### src/rtl/grf_scoreboard.sv
// Register file with write-through bypass and per-register outstanding-write scoreboard.
// Optional write trace enabled by defining GRF_TRACE_EN.
module grf_scoreboard #(
    parameter int DATA_W = 32,
    parameter int ADDR_W = 5,
    parameter int NUM_RD = 2,
    parameter int CNT_W  = 2
) (
    input  logic                     clk,
    input  logic                     reset,
    input  logic [31:0]              pc,
    input  logic                     we,
    input  logic [ADDR_W-1:0]        wa,
    input  logic [DATA_W-1:0]        wd,
    input  logic                     rsv_en,
    input  logic [ADDR_W-1:0]        rsv_addr,
    output logic                     rsv_full,
    input  logic [NUM_RD*ADDR_W-1:0] ra,
    output logic [NUM_RD*DATA_W-1:0] rd,
    output logic [NUM_RD-1:0]        rd_busy
);

    localparam int DEPTH = 1 << ADDR_W;
    localparam logic [CNT_W-1:0] CNT_MAX = {CNT_W{1'b1}};

    logic [DATA_W-1:0] r_regs [DEPTH];
    logic [CNT_W-1:0]  r_cnt  [DEPTH];

    logic w_wrValid;
    logic w_rsvValid;

    assign w_wrValid  = we && (wa != '0);
    assign w_rsvValid = rsv_en && (rsv_addr != '0);
    assign rsv_full   = w_rsvValid && (r_cnt[rsv_addr] == CNT_MAX);

    // A saturated reserve is refused outright; a matching writeback only releases.
    always_ff @(posedge clk) begin
        if (reset) begin
            for (int r = 0; r < DEPTH; r++) begin
                r_regs[r] <= '0;
                r_cnt[r]  <= '0;
            end
        end else begin
            if (w_wrValid) begin
                r_regs[wa] <= wd;
            end
            for (int r = 1; r < DEPTH; r++) begin
                logic incR;
                logic decR;
                incR = w_rsvValid && (rsv_addr == ADDR_W'(r)) && (r_cnt[r] != CNT_MAX);
                decR = w_wrValid && (wa == ADDR_W'(r)) && (r_cnt[r] != '0);
                if (incR && !decR) begin
                    r_cnt[r] <= r_cnt[r] + CNT_W'(1);
                end else if (decR && !incR) begin
                    r_cnt[r] <= r_cnt[r] - CNT_W'(1);
                end
            end
        end
    end

    // Busy uses the post-writeback count so it drops together with bypassed data.
    always_comb begin
        rd      = '0;
        rd_busy = '0;
        for (int k = 0; k < NUM_RD; k++) begin
            logic [ADDR_W-1:0] idx;
            logic              hit;
            logic [CNT_W-1:0]  cntEff;
            idx    = ra[k*ADDR_W +: ADDR_W];
            hit    = w_wrValid && (wa == idx);
            cntEff = r_cnt[idx] - CNT_W'(hit && (r_cnt[idx] != '0));
            if (idx == '0) begin
                rd[k*DATA_W +: DATA_W] = '0;
            end else if (hit) begin
                rd[k*DATA_W +: DATA_W] = wd;
            end else begin
                rd[k*DATA_W +: DATA_W] = r_regs[idx];
            end
            rd_busy[k] = (idx != '0) && (cntEff != '0);
        end
    end

`ifdef GRF_TRACE_EN
    always_ff @(posedge clk) begin
        if (!reset && w_wrValid) begin
            $display("@%h: $%d <= %h", pc, wa, wd);
        end
    end
`else
    logic w_unusedPc;
    assign w_unusedPc = ^pc;
`endif

endmodule

### config.mk
export PLATFORM = sky130hd
export DESIGN_NAME = grf_scoreboard
export DESIGN_NICKNAME = d
export VERILOG_FILES = /design/src/rtl/grf_scoreboard.sv
export SDC_FILE = /design/constraint.sdc
export NUM_CORES = 2
export LEC_CHECK = 0
export BUFFER_PORTS_ARGS = -buffer_cell sky130_fd_sc_hd__buf_2
export CAP_MARGIN = 20
export CORE_MARGIN = 2
export CORE_UTILIZATION = 43
export CTS_CLUSTER_DIAMETER = 80
export CTS_CLUSTER_SIZE = 24
export DETAILED_ROUTE_END_ITERATION = 7
export PLACE_DENSITY_LB_ADDON = 0.15
export SLEW_MARGIN = 20
export SYNTH_ARGS = -nofsm -noshare
export SYNTH_HDL_FRONTEND = slang
export SYNTH_SLANG_ARGS = --single-unit
### constraint.sdc
create_clock -name clk -period 2.55 [get_ports clk]
set_clock_uncertainty 0.15 [all_clocks]
set_input_delay 0.1275 -clock clk [delete_from_list [all_inputs] [get_ports clk]]
set_output_delay 0.1275 -clock clk [all_outputs]
set_load 0.005 [all_outputs]
==> insert_results.sql <==
INSERT INTO impl_metrics (metric_group, metric, value, unit) VALUES
('logic_synthesis', 'cell_with_the_most_instances_after_synthesis', 'sky130_fd_sc_hd__edfxtp_1', ''),
('setup_path', 'crit_start', 'r_regs[3][28]', ''),
('drt', 'viasPerCell', '6.49', ''),
('floorplan', 'io_pins', '155', ''),
('logic_synthesis', 'number_of_synthesized_flops_with_an_enable_pin', '1086', ''),
('drt', 'drtPass1Iterations', '5', ''),
('timing', 'total_negative_slack', '-16030', 'ps'),
('clock_network', 'tritoncts_num_sinks', '1086', ''),
('logic_synthesis', 'yosys-top-cells-count', '1086 x sky130_fd_sc_hd__edfxtp_1, 1009 x sky130_fd_sc_hd__and2_1, 478 x sky130_fd_sc_hd__mux4_2', ''),
('timing', 'max_slew_margin', '18.4', '%'),
('timing', 'finalWorstSetupSlack', '-463', 'ps'),
('global_routing', 'grt_antenna_before_repair', '22', ''),
('setup_path', 'end_kind', 'output port', ''),
('global_routing', 'first_global_vias', '42300', ''),
('logic_synthesis', 'synth-seq-area-share', '53.3', '%'),
('cells_and_area', 'layout-area-overhead-vs-synth', '19.1', '%'),
('logic_synthesis', 'avgSynthCellArea', '13.9', 'um^2'),
('logic_synthesis', 'post_synth_instance_area', '61100', 'um^2'),
('clock_network', 'ctsLongestPathBuffers', '3', ''),
('drt', 'detail_route.iter0.violations', '6811', ''),
('global_routing', 'grt_use_total', '32.7', '%'),
('timing', 'worst-slew-pin-transition', '1220', 'ps'),
('setup_path', 'timing.critical_path.fanout_max', '2', ''),
('global_routing', 'globalRoute.totalOverflow', '0', ''),
('logic_synthesis', 'synth_area_leaders', 'sky130_fd_sc_hd__edfxtp_1 53%, sky130_fd_sc_hd__mux4_2 18%, sky130_fd_sc_hd__and2_1 10%, sky130_fd_sc_hd__mux2i_1 3.4%, sky130_fd_sc_hd__clkbuf_1 2.0%', ''),
('logic_synthesis', 'postSynthCellCount', '4397', ''),
('drt', 'drc', '0', ''),
('setup_path', 'cp.arrival', '2740', 'ps'),
('timing', 'timing.final.crit_period', '3010', 'ps'),
('logic_synthesis', 'netlist.area_leader.share', '53.3', '%'),
('clock_network', 'cts-htree-levels', '3', ''),
('setup_path', 'critical_path.reg2reg.startpoint', 'r_cnt[17][0]', ''),
('drt', 'vias', '43700', ''),
('floorplan', 'fp.dieArea', '145000', 'um^2'),
('floorplan', 'dieWidth', '381', 'um'),
('setup_path', 'worst_ep_required_time', '2270', 'ps'),
('placement', 'portBuffers', '122', ''),
('logic_synthesis', 'synth_cell_types', '70', ''),
('min_path', 'hp-class', 'primary input to flip-flop', ''),
('timing', 'final-setup-viol-count', '67', ''),
('logic_synthesis', 'synthFlopType', 'sky130_fd_sc_hd__edfxtp_1', ''),
('drt', 'postRouteAntennaNets', '0', ''),
('cells_and_area', 'num-nets-final', '4874', ''),
('pwr', 'p_leak', '26.0', 'nW'),
('global_routing', 'grt_max_degree', '128', ''),
('placement', 'detailedPlacementHpwl', '158000', 'um'),
('logic_synthesis', 'ys_async_sr_fraction', '0', '%'),
('floorplan', 'coreArea', '141000', 'um^2'),
('flow_run', 'cap_violations', '0', ''),
('cells_and_area', 'fillers', '11800', ''),
('floorplan', 'rows', '138', ''),
('clock_network', 'cts_made_buffers', '74', ''),
('setup_path', 'criticalPathCategory', 'flip-flop to output port', ''),
('floorplan', 'floorplan.die.height', '381', 'um'),
('cells_and_area', 'final_layout_size_suffix_gt1_share', '31.4', '%'),
('clock_network', 'cts_tree', 'built', ''),
('timing', 'hold_viol', '0', ''),
('drt', 'routed_wl', '240000', 'um'),
('global_routing', 'grt_first_pass_wirelength', '333000', 'um'),
('drt', 'routed_wire_length_per_instance', '35.7', 'um'),
('timing', 'worst_hold_slack', '74.3', 'ps'),
('timing', 'rsz0062_at_grt', 'true', ''),
('outcome', 'outcome', 'finished with violations', ''),
('pwr', 'power.density', '574', 'nW/um^2'),
('clock_network', 'ctsRootBufferMaster', 'sky130_fd_sc_hd__clkbuf_16', ''),
('timing', 'maxClockFrequency', '0.332', 'GHz'),
('pwr', 'worst_ir_drop_vdd', '0.556', 'mV'),
('setup_path', 'crit_path_start_kind', 'flip-flop', ''),
('clock_network', 'clk_latency', '710', 'ps'),
('clock_network', 'clk_pin_slew_worst_paths', '100', 'ps'),
('logic_synthesis', 'yosys_warnings', '0', ''),
('min_path', 'holdCritStartpoint', 'rsv_en', ''),
('logic_synthesis', 'yosys_reg_bits', '1086', ''),
('timing', 'final.period_utilization', '118', '%'),
('placement', 'globalplace.congestion', '0.903', ''),
('logic_synthesis', 'post-synth-top-area-cell', 'sky130_fd_sc_hd__edfxtp_1', ''),
('floorplan', 'initial_utilization', '43.2', '%'),
('outcome', 'failing_checks', 'setup timing', ''),
('timing', 'maxSlewViolCount', '0', '');
==> sequential cells by signal, indices dropped and copies added (netlist names) <==
register,flops
r_cnt,62
r_regs,1024
==> worst max-delay path, stage by stage (launching register included) <==
cell,delay (ps)
sky130_fd_sc_hd__edfxtp_1,420
sky130_fd_sc_hd__mux4_2,500
sky130_fd_sc_hd__mux4_2,500
sky130_fd_sc_hd__nand2b_4,110
sky130_fd_sc_hd__o211ai_1,260
sky130_fd_sc_hd__buf_2,230
==> per-layer routing <==
metal	routed length (um)	GRT usage, %
met2	110000	51.0
met5	33	0
met3	25900	6.32
met4	11100	13.3
met1	93100	45.2
==> cell families (layout without fill, tap and decap cells) <==
kind of cell	after synthesis	count (layout)	synth area share, %
mux	702	702	21.3
fa+ha+maj	2	2	0.0409
flops	1086	1086	53.3
other cells	1	38	0.00613
simple gates	1572	1572	15.0
xor+xnor	48	48	0.688
buf+inv	481	891	3.38
compound gates	505	505	6.20
==> path summary, 6_finish.rpt <==
check        cells after the start  slack [ps]            to
min                              5          70   r_cnt[7][0]
max                              5        -460        rd[28]
min reg2reg                      1         490  r_cnt[13][0]
max reg2reg                      6         570  r_cnt[17][1]
==> metrics by stage <==
stage          power, mW  cell area [um^2]  util [%]  setup WS, ps  instances
3_3_place_gp        28.0             68600      48.5          -325       6491
2_1_floorplan       24.9             61300         -          76.4       4428
5_1_grt             42.7             72800      51.5          -547       6728
4_1_cts             41.7             72400      51.2          -486       6700
3_5_place_dp        28.1             68700      48.6          -277       6494
6_report            41.8             72800      51.5          -463       6734
==> report_power, final <==
group          switching, mW  internal, mW
combinational           3.82          3.15
sequential             0.562          20.6
clock                   7.39          6.25
==> cell usage in the layout (no fill, tap or decap), types with 16 or more instances in the layout <==
| cell type | count |
|---|---|
| sky130_fd_sc_hd__edfxtp_1 | 1086 |
| sky130_fd_sc_hd__and2_1 | 1003 |
| sky130_fd_sc_hd__mux4_2 | 478 |
| sky130_fd_sc_hd__buf_4 | 415 |
| sky130_fd_sc_hd__mux2i_1 | 206 |
| sky130_fd_sc_hd__buf_12 | 167 |
| sky130_fd_sc_hd__nand2_1 | 152 |
| sky130_fd_sc_hd__buf_2 | 107 |
| sky130_fd_sc_hd__nor2_1 | 84 |
| sky130_fd_sc_hd__a22oi_1 | 77 |
| sky130_fd_sc_hd__clkbuf_16 | 75 |
| sky130_fd_sc_hd__a22o_1 | 72 |
| sky130_fd_sc_hd__o21ai_0 | 61 |
| sky130_fd_sc_hd__nor3_1 | 60 |
| sky130_fd_sc_hd__a221oi_1 | 55 |
| sky130_fd_sc_hd__xnor2_1 | 37 |
| sky130_fd_sc_hd__a21oi_1 | 37 |
| sky130_fd_sc_hd__dlygate4sd3_1 | 35 |
| sky130_fd_sc_hd__nand4_1 | 33 |
| sky130_fd_sc_hd__conb_1 | 32 |
| sky130_fd_sc_hd__nor2_4 | 30 |
| sky130_fd_sc_hd__or2_2 | 29 |
| sky130_fd_sc_hd__o211a_1 | 28 |
| sky130_fd_sc_hd__a31oi_1 | 28 |
| sky130_fd_sc_hd__nand2b_1 | 27 |
| sky130_fd_sc_hd__o211ai_1 | 26 |
| sky130_fd_sc_hd__nand3_1 | 25 |
| sky130_fd_sc_hd__a221oi_2 | 20 |
| sky130_fd_sc_hd__nand2b_2 | 17 |
| sky130_fd_sc_hd__mux2_2 | 16 |
==> area by class of cell <==
cell class	instances	area [um^2]	area share, %
Sequential cell	1086	32600	44.8
Multi-Input combinational cell	2861	27500	37.7
Timing Repair Buffer	746	7640	10.5
Tap cell	1890	2360	3.25
Clock buffer	79	1890	2.60
Clock inverter	51	728	1.00
Inverter	15	56.3	0.0774
Antenna cell	6	15.0	0.0206
==> repair_timing <==
action	CTS	global route
gates resized for setup	84	31
pin swaps	91	37
setup endpoints to repair	67	67
endpoints found under the hold margin	985	0
hold buffers	35	0
buffers inserted	44	32
gates cloned	0	0
Power figures use the tool's default switching activity.
